File: src/rtl/store_buffer_if.sv
// rtl/store_buffer_if.sv - store buffer datapath/memory bus bundle
// Purpose: groups the store, load, fence and DataMemory signals of store_buffer.
// Ports (modports):
//   slave  - the store buffer: takes st_*/ld_*/fence/mem_rdata, drives st_ready, ld_ready,
//            ld_data, fence_done, mem_address, mem_wdata, mem_read, mem_write, count
//   master - the datapath plus DataMemory side, the mirror image of slave
interface store_buffer_if #(
  parameter int ADDR_W = 32,
  parameter int DATA_W = 32,
  parameter int CNT_W  = 3
);
  logic              st_valid;
  logic [ADDR_W-1:0] st_addr;
  logic [DATA_W-1:0] st_data;
  logic              st_ready;
  logic              ld_valid;
  logic [ADDR_W-1:0] ld_addr;
  logic              ld_ready;
  logic [DATA_W-1:0] ld_data;
  logic              fence;
  logic              fence_done;
  logic [ADDR_W-1:0] mem_address;
  logic [DATA_W-1:0] mem_wdata;
  logic              mem_read;
  logic              mem_write;
  logic [DATA_W-1:0] mem_rdata;
  logic [CNT_W-1:0]  count;

  modport slave (
    input  st_valid, st_addr, st_data, ld_valid, ld_addr, fence, mem_rdata,
    output st_ready, ld_ready, ld_data, fence_done, mem_address, mem_wdata,
           mem_read, mem_write, count
  );

  modport master (
    output st_valid, st_addr, st_data, ld_valid, ld_addr, fence, mem_rdata,
    input  st_ready, ld_ready, ld_data, fence_done, mem_address, mem_wdata,
           mem_read, mem_write, count
  );
endinterface

File: src/rtl/store_buffer.sv
// rtl/store_buffer.sv - store FIFO in front of single-ported DataMemory with load forwarding
// Purpose: queues stores, drains them when no load needs the memory port, forwards pending
//          store data to matching loads and supports a draining fence.
// Ports:
//   clk   - rising-edge clock
//   reset - asynchronous active-high reset
//   bus   - store_buffer_if.slave: store/load/fence requests and DataMemory port
module store_buffer #(
  parameter int DEPTH  = 4,
  parameter int ADDR_W = 32,
  parameter int DATA_W = 32
) (
  input  logic          clk,
  input  logic          reset,
  store_buffer_if.slave bus
);
  localparam int PTR_W = $clog2(DEPTH);
  localparam int CNT_W = $clog2(DEPTH) + 1;

  typedef enum logic {RUN, FENCE} state_t;

  state_t            state;
  logic [ADDR_W-1:0] addr_mem [DEPTH];
  logic [DATA_W-1:0] data_mem [DEPTH];
  logic [PTR_W-1:0]  head;
  logic [PTR_W-1:0]  tail;
  logic [CNT_W-1:0]  count_q;

  logic              full;
  logic              empty;
  logic              push;
  logic              pop;
  logic              fwd_hit;
  logic [DATA_W-1:0] fwd_data;
  logic              ld_miss;
  logic [PTR_W-1:0]  idx;

  assign full  = (count_q == CNT_W'(DEPTH));
  assign empty = (count_q == '0);

  // Only registered state plus the fence request gate acceptance; the pop never feeds back.
  assign bus.st_ready   = (state == RUN) && !bus.fence && !full;
  assign push           = bus.st_valid && bus.st_ready;
  assign bus.fence_done = (state == FENCE) && bus.fence && empty;
  assign bus.count      = count_q;

  // Walk oldest to youngest so the last match wins; this deliberately includes the
  // head entry even if it is popping this cycle, and never sees this cycle's push.
  always_comb begin
    fwd_hit  = 1'b0;
    fwd_data = '0;
    idx      = '0;
    for (int i = 0; i < DEPTH; i++) begin
      idx = head + PTR_W'(i);
      if (bus.ld_valid && (CNT_W'(i) < count_q) && (addr_mem[idx] == bus.ld_addr)) begin
        fwd_hit  = 1'b1;
        fwd_data = data_mem[idx];
      end
    end
  end

  assign ld_miss = bus.ld_valid && !fwd_hit;

  // Memory port arbitration: a full buffer must drain (a missing load retries),
  // otherwise loads beat background drains.
  always_comb begin
    bus.mem_read    = 1'b0;
    bus.mem_write   = 1'b0;
    bus.mem_address = '0;
    bus.mem_wdata   = '0;
    bus.ld_ready    = 1'b0;
    bus.ld_data     = '0;
    if (full) begin
      bus.mem_write   = 1'b1;
      bus.mem_address = addr_mem[head];
      bus.mem_wdata   = data_mem[head];
    end else if (ld_miss) begin
      bus.mem_read    = 1'b1;
      bus.mem_address = bus.ld_addr;
      bus.ld_ready    = 1'b1;
      bus.ld_data     = bus.mem_rdata;
    end else if (!empty) begin
      bus.mem_write   = 1'b1;
      bus.mem_address = addr_mem[head];
      bus.mem_wdata   = data_mem[head];
    end
    if (fwd_hit) begin
      bus.ld_ready = 1'b1;
      bus.ld_data  = fwd_data;
    end
  end

  assign pop = bus.mem_write;

  always_ff @(posedge clk or posedge reset) begin
    if (reset) begin
      state   <= RUN;
      head    <= '0;
      tail    <= '0;
      count_q <= '0;
    end else begin
      if (push) tail <= tail + 1'b1;
      if (pop)  head <= head + 1'b1;
      count_q <= count_q + CNT_W'(push) - CNT_W'(pop);
      case (state)
        RUN:     if (bus.fence)  state <= FENCE;
        FENCE:   if (!bus.fence) state <= RUN;
        default: state <= RUN;
      endcase
    end
  end

  // Entry storage needs no reset: occupancy is tracked by count_q alone.
  always_ff @(posedge clk) begin
    if (push) begin
      addr_mem[tail] <= bus.st_addr;
      data_mem[tail] <= bus.st_data;
    end
  end
endmodule
File: src/flat_wrapper.sv
// flat-port wrapper written by rule: the top's interface ports become plain ports
module store_buffer_flat 
#(
  parameter int DEPTH  = 4,
  parameter int ADDR_W = 32,
  parameter int DATA_W = 32
)
  (clk, reset, bus_st_valid, bus_st_addr, bus_st_data, bus_ld_valid, bus_ld_addr, bus_fence, bus_mem_rdata, bus_st_ready, bus_ld_ready, bus_ld_data, bus_fence_done, bus_mem_address, bus_mem_wdata, bus_mem_read, bus_mem_write, bus_count);
  store_buffer_if #(.ADDR_W(ADDR_W), .DATA_W(DATA_W)) bus_i ();
  input  logic clk;
  input  logic reset;
  input wire logic [$bits(bus_i.st_valid)-1:0] bus_st_valid;
  input wire logic [$bits(bus_i.st_addr)-1:0] bus_st_addr;
  input wire logic [$bits(bus_i.st_data)-1:0] bus_st_data;
  input wire logic [$bits(bus_i.ld_valid)-1:0] bus_ld_valid;
  input wire logic [$bits(bus_i.ld_addr)-1:0] bus_ld_addr;
  input wire logic [$bits(bus_i.fence)-1:0] bus_fence;
  input wire logic [$bits(bus_i.mem_rdata)-1:0] bus_mem_rdata;
  output wire logic [$bits(bus_i.st_ready)-1:0] bus_st_ready;
  output wire logic [$bits(bus_i.ld_ready)-1:0] bus_ld_ready;
  output wire logic [$bits(bus_i.ld_data)-1:0] bus_ld_data;
  output wire logic [$bits(bus_i.fence_done)-1:0] bus_fence_done;
  output wire logic [$bits(bus_i.mem_address)-1:0] bus_mem_address;
  output wire logic [$bits(bus_i.mem_wdata)-1:0] bus_mem_wdata;
  output wire logic [$bits(bus_i.mem_read)-1:0] bus_mem_read;
  output wire logic [$bits(bus_i.mem_write)-1:0] bus_mem_write;
  output wire logic [$bits(bus_i.count)-1:0] bus_count;
  assign bus_i.st_valid = bus_st_valid;
  assign bus_i.st_addr = bus_st_addr;
  assign bus_i.st_data = bus_st_data;
  assign bus_i.ld_valid = bus_ld_valid;
  assign bus_i.ld_addr = bus_ld_addr;
  assign bus_i.fence = bus_fence;
  assign bus_i.mem_rdata = bus_mem_rdata;
  assign bus_st_ready = bus_i.st_ready;
  assign bus_ld_ready = bus_i.ld_ready;
  assign bus_ld_data = bus_i.ld_data;
  assign bus_fence_done = bus_i.fence_done;
  assign bus_mem_address = bus_i.mem_address;
  assign bus_mem_wdata = bus_i.mem_wdata;
  assign bus_mem_read = bus_i.mem_read;
  assign bus_mem_write = bus_i.mem_write;
  assign bus_count = bus_i.count;
  store_buffer #(.DEPTH(DEPTH), .ADDR_W(ADDR_W), .DATA_W(DATA_W)) u_core (.clk(clk), .reset(reset), .bus(bus_i));
endmodule
File: config.mk
export PLATFORM = sky130hd
export DESIGN_NAME = store_buffer_flat
export DESIGN_NICKNAME = d
export VERILOG_FILES = /design/src/rtl/store_buffer_if.sv /design/src/rtl/store_buffer.sv /design/src/flat_wrapper.sv
export SDC_FILE = /design/constraint.sdc
export NUM_CORES = 1
export LEC_CHECK = 0
export CORE_ASPECT_RATIO = 2
export CORE_MARGIN = 3
export CORE_UTILIZATION = 61
export CTS_BUF_LIST = sky130_fd_sc_hd__clkbuf_8
export DETAILED_ROUTE_END_ITERATION = 7
export DONT_BUFFER_PORTS = 1
export PLACE_DENSITY = 0.73
export SLEW_MARGIN = 30
export SYNTH_ARGS = -nofsm -noshare
export SYNTH_HDL_FRONTEND = slang
export SYNTH_SLANG_ARGS = --single-unit
File: constraint.sdc
create_clock -name clk -period 5.6 [get_ports clk]
set_input_delay 1.12 -clock clk [delete_from_list [all_inputs] [get_ports clk]]
set_output_delay 1.12 -clock clk [all_outputs]
set_load 0.02 [all_outputs]
* Word level (Yosys, flattened, before mapping) *
Memory sizes are Yosys's and may differ from the RTL's.
Index checks and enable logic that the tools add are counted.

cells by class
  add/sub/neg operators = 6
  magnitude comparators = 4
  equal/unequal tests = 5
  multiplexer cells = 26
  bitwise gates (word level) = 1
  reductions and logical operators = 18

operators with widths
  operator                                                                      count
  32-bit 2-to-1 mux                                                             13
  32-bit == test                                                                4
  1-bit logical AND                                                             14
  1-bit 2-to-1 mux                                                              13
  1-bit by 3-bit less-than comparator with 1-bit output (first input constant)  2
  2-bit by 3-bit less-than comparator with 1-bit output (first input constant)  2
  2-bit by 1-bit adder with 2-bit output (second input constant)                2
  2-bit adder (second input constant)                                           2
  3-bit by 1-bit adder with 3-bit output                                        1
  3-bit == test (second input constant)                                         1
  1-bit logical NOT                                                             3
  3-bit logical NOT                                                             1
  3-bit by 1-bit subtractor with 3-bit output                                   1
  1-bit NOT                                                                     1

storage, ports and cells
  register bits after elaboration = 8
  RAM bits = 256
  bits of input ports = 133
  word-level logic and storage cells = 66
  memories = 2

memories
  memory           depth  width  read ports  clocked after memory_dff  write ports  RTL line            text
  u_core.addr_mem  4      32     4           0                         1            store_buffer.sv:23  logic [ADDR_W-1:0] addr_mem [DEPTH];
  u_core.data_mem  4      32     4           0                         1            store_buffer.sv:24  logic [DATA_W-1:0] data_mem [DEPTH];

* Depth between registers and ports, before layout *
  depth after elaboration = 12
  mapped depth = 22
  depth with buffers taken out = 16

* Worst setup path after synthesis *
No wires, ideal clock.

  path type = input to output
  from = input bus_ld_addr[20]
  to = output bus_mem_address[31]
  data arrival time = 4,034 ps
  data required time = 4,480 ps
  path slack = 446 ps
  cell stages on the path = 14
  cells stage by stage = clkbuf_1 > nor2b_1 > a2bb2o_1 > nor4_1 > nand4_1 > or4b_1 > buf_2 > and3b_1 > buf_2 > or4_4 > buf_6 > o31ai_4 > buf_2 > o21ai_0

between the ends
  cells in the longest elaborated chain, start to end = 10
  elaborated cells between the ends (all ways) = 16

ends and longest elaborated chain
  what                            RTL line            text
  start, declared                 flat_wrapper.sv:16  input wire logic [$bits(bus_i.ld_addr)-1:0] bus_ld_addr;
  32-bit == test                  store_buffer.sv:55  if (bus.ld_valid && (CNT_W'(i) < count_q) && (addr_mem[idx] == bus.ld_addr)) begin
  1-bit logical AND               store_buffer.sv:55
  1-bit 2-to-1 mux (3 in series)  store_buffer.sv:55
  1-bit 2-to-1 mux (*)            store_buffer.sv:55
  1-bit logical NOT (*)           store_buffer.sv:62  assign ld_miss = bus.ld_valid && !fwd_hit;
  1-bit logical AND (*)           store_buffer.sv:62
  32-bit 2-to-1 mux (*)           store_buffer.sv:77  end else if (ld_miss) begin
  32-bit 2-to-1 mux (*)           store_buffer.sv:73  if (full) begin
  end, declared                   flat_wrapper.sv:23  output wire logic [$bits(bus_i.mem_address)-1:0] bus_mem_address;

Mark *: on every way between the ends. The rest lies on a longest branch, timed or not.

* Final worst setup path *
  from = register u_core.head[1]
  to = output bus_mem_address[11]

between the ends
  cells in the longest elaborated chain, start to end = 11
  elaborated cells between the ends (all ways) = 21

ends and longest elaborated chain
  what                                                                              RTL line             text
  start, declared                                                                   store_buffer.sv:25   logic [PTR_W-1:0] head;
  start signal, assigned                                                            store_buffer.sv:103  if (pop) head <= head + 1'b1;
  2-bit by 1-bit adder with 2-bit output or memory read 4 x 32 bit (tied branches)  n/a
  memory read 4 x 32 bit (*)                                                        n/a
  32-bit == test or 1-bit logical AND (tied branches)                               store_buffer.sv:55
  1-bit logical AND or 1-bit 2-to-1 mux (tied branches)                             store_buffer.sv:55
  1-bit 2-to-1 mux (3 in series)                                                    store_buffer.sv:55
  1-bit logical NOT                                                                 store_buffer.sv:62
  1-bit logical AND                                                                 store_buffer.sv:62
  32-bit 2-to-1 mux                                                                 store_buffer.sv:77
  32-bit 2-to-1 mux (*)                                                             store_buffer.sv:73

Marks and branches as above.

==> qor.yml <==
clock_tree:
  ctsHoldBuffers: 0
  clock-root-buffer: "clkbuf_8"
  numCtsBuffers: 40
  clock-sinks: 264
  clk_path_buf_depth: 3
  cts_tree: "built"
  clock_latency_ps: 600
  cts.htree.levels: 2
  cts.clk_slew.worst_paths_ps: 70
status:
  violations: "DRC, setup timing"
  outcome: "finished with violations"
yosys:
  syn-cell-area_um2: 18300
  avgSynthCellArea_um2: 10.9
  yosys_register_bits: 264
  ys_seq_area_frac: 0.432
  syn_inst: 1677
  synth_ff_type: "edfxtp_1"
  synthArstFlopShare: 0.0303
  ys_warn_count: 0
  synth.net_count: 1819
  synth-edff-count: 256
  synth.distinct_cells: 71
layout:
  fin_nets: 1960
  fin_util: 0.767
  fillers: 1853
  area_growth_pct: 24.0
  drive_gt1_frac: 0.335
setup_path:
  startpoint_type: "flop"
  max_stage_delay_ps: 540
  critPathCaptureType: "output port"
  required_ps: 4480
  critPathMaxFanout: 12
  critPathKind: "flop to output port"
  cpMaxStageDelayCell: "dfrtp_4"
  cp.arrival_ps: 4570
  cp_cell_sequence: "buf_8 -> buf_16 -> mux2i_4 -> mux2i_1 -> xor2_2 -> nor4_1 -> and4_1 -> and3b_2 -> or4_4 -> buf_12 -> o31ai_4 -> inv_4 -> buf_6 -> buf_12 -> a22o_1 -> buf_6"
  cpLargestDelayFamily: "buffers and inverters"
  cp_num_buf_inv: 7
floorplan:
  chipWidth_um: 128
  dieArea_um2: 32200
  die_h_um: 251
  core_um2: 29500
  boundaryPins: 237
  rows: 89
  start_util: 0.619
detailed_routing:
  drtIter0Drc: 1379
  num_vias: 15700
  drc_errors: 2
  ant_nets: 0
  drt-total-wl_mm: 69.8
  drtPass1Iterations: 8
  vias_per_cell: 7.08
  wire_per_inst_um: 31.5
min_path:
  hp-class: "primary input to asynchronous set/reset pin"
power_and_ir_drop:
  peakVddDrop_mv: 0.369
  powerDensity_nw_per_um2: 513
  p_leak_nw: 8.33
global_route:
  grt_usage: 0.407
  grt_overflow_total: 0
  antenna_found_initial: 2
  grt_max_degree: 101
  grt_pass1_wl_mm: 97.0
  grt_pass1_vias: 15600
timing:
  final.period_utilization: 1.02
  setup_ws_ps: -90.4
  hold_slack_ps: 393
  slew_headroom: 0.363
  finalHoldViolCount: 0
  max_freq_mhz: 176
  fin_setup_tns_ps: -1890
  slew_violations: 0
  fin_skew_ps: 22.7
  fin_crit_ps: 5690
  setup_viol: 47
  tightestPinTransition_ps: 955
  rsz0062_at_grt: "true"
placed_design:
  dp.final_hpwl_mm: 46.4
  place.gp.congestion: 1.05
  io_buffer_count: 0
flow_run:
  maxCapViolCount: 0
## power breakdown
part	internal, mW	switching (mW)	total [mW]
clock	1.01	0.837	1.85
sequential	2.31	0.117	2.43
combinational	3.23	4.12	7.34
## synth_stat cells, types with 6 or more instances
cell type	n	area share
a211oi_1	8	0.0033
a21oi_1	17	0.0047
a221oi_1	7	0.0034
a22o_1	28	0.013
a22oi_1	8	0.0033
a2bb2o_1	6	0.0033
and3_1	8	0.0027
buf_1	15	0.0031
buf_2	23	0.0063
buf_4	12	0.0049
buf_6	11	0.0068
clkbuf_1	82	0.017
dfrtp_1	8	0.011
edfxtp_1	256	0.42
ha_1	8	0.0055
inv_1	22	0.0045
mux2_2	88	0.054
mux2i_1	251	0.14
mux4_2	31	0.038
nand2_1	187	0.038
nand2b_1	15	0.0051
nand3_1	39	0.011
nand4_1	13	0.0045
nor2_1	97	0.020
nor2b_1	12	0.0041
nor3_1	8	0.0022
nor4_1	36	0.012
o2111ai_1	9	0.0043
o211ai_1	10	0.0041
o21a_1	9	0.0037
o21ai_0	116	0.032
o21ba_2	25	0.014
o22ai_1	10	0.0034
o2bb2ai_1	6	0.0029
o31ai_1	33	0.014
xnor2_1	61	0.029
xor2_1	29	0.014
## metrics by stage
step	cell area [um2]	cells	total power, mW	worst slack, ps
floorplan	18300	1677	6.56	446
global placement	19700	2094	8.20	187
detailed placement	19700	2094	8.27	145
CTS	21600	2189	10.9	-36.0
global route	22600	2213	12.0	-170
finish	22600	2215	11.6	-90.4
## layout by cell type, fill, tap and decap left out, types with 34 or more instances in the layout
master / count
buf_4: 170
mux2_2: 83
nor2_1: 80
o21ai_0: 83
buf_6: 34
clkbuf_8: 40
nand3_1: 38
mux2i_1: 206
xnor2_1: 50
nand2_1: 187
edfxtp_1: 256
## worst register-to-register path: cells and delay by family (launching register included)
| kind | cells | cell delay, ps |
|---|---|---|
| AND/OR/NAND/NOR | 4 | 1040 |
| adder cells (fa/ha/maj) | 3 | 890 |
| buffers and inverters | 6 | 880 |
| flip-flops | 1 | 540 |
| XOR/XNOR | 2 | 530 |
| multiplexers | 2 | 440 |
| AO/OA/AOI/OAI | 1 | 290 |
## path summary, 6_finish.rpt
check                                           start                             to  slack (ps)  cells after the start
min reg2reg                u_core.tail[0]$_DFFE_PP0P_     u_core.tail[0]$_DFFE_PP0P_         640                      2
min                                             reset  u_core.bus.count[2]$_DFF_PP0_         390                      1
max in group asynchronous                       reset     u_core.head[1]$_DFFE_PP0N_        4900                      1
max                        u_core.head[1]$_DFFE_PP0N_            bus_mem_address[11]         -90                     16
min in group clk                            bus_fence         u_core.state$_DFF_PP0_         570                      0
max reg2reg                u_core.head[1]$_DFFE_PP0N_  u_core.bus.count[2]$_DFF_PP0_         910                     18
## cell families after synthesis
kind of cell             synth area share
AND/OR/NAND/NOR                     0.110
multiplexers                        0.230
AO/OA/AOI/OAI                       0.129
flip-flops                          0.432
buffers and inverters              0.0492
XOR/XNOR                           0.0432
adder cells (fa/ha/maj)           0.00658
## layer usage
| layer | vias up | GRT usage | wire [um] | share of wire |
|---|---|---|---|---|
| li1 | 6650 | - | - | - |
| met1 | 7588 | 0.399 | 20700 | 0.30 |
| met2 | 1061 | 0.712 | 35600 | 0.51 |
| met3 | 375 | 0.0924 | 5950 | 0.085 |
| met4 | 2 | 0.328 | 7430 | 0.11 |
| met5 | - | 0 | 15 | 0.00022 |
## cell type report
cell class,count,area [um2],area share
repair buffers,248,2630,0.116
inverters,24,105,0.00464
multi-input cells,1240,10600,0.470
diodes,2,5.00,0.000221
flip-flops and latches,264,7900,0.349
well taps,364,455,0.0201
clock inverters,33,354,0.0156
clock buffers,40,551,0.0243
## flip-flops by register name, indices dropped and copies added, names as in the netlist
register and flops:
u_core.addr_mem 128, u_core.state 1, u_core.bus.count 3, u_core.data_mem 128
u_core.tail 2, u_core.head 2
## timing repair
action	4_1_cts	5_1_grt
setup buffers	15	19
resized for setup	148	170
cloned	8	7
setup endpoints to repair	98	98
pin swaps	11	27
Power figures use the tool's default switching activity.
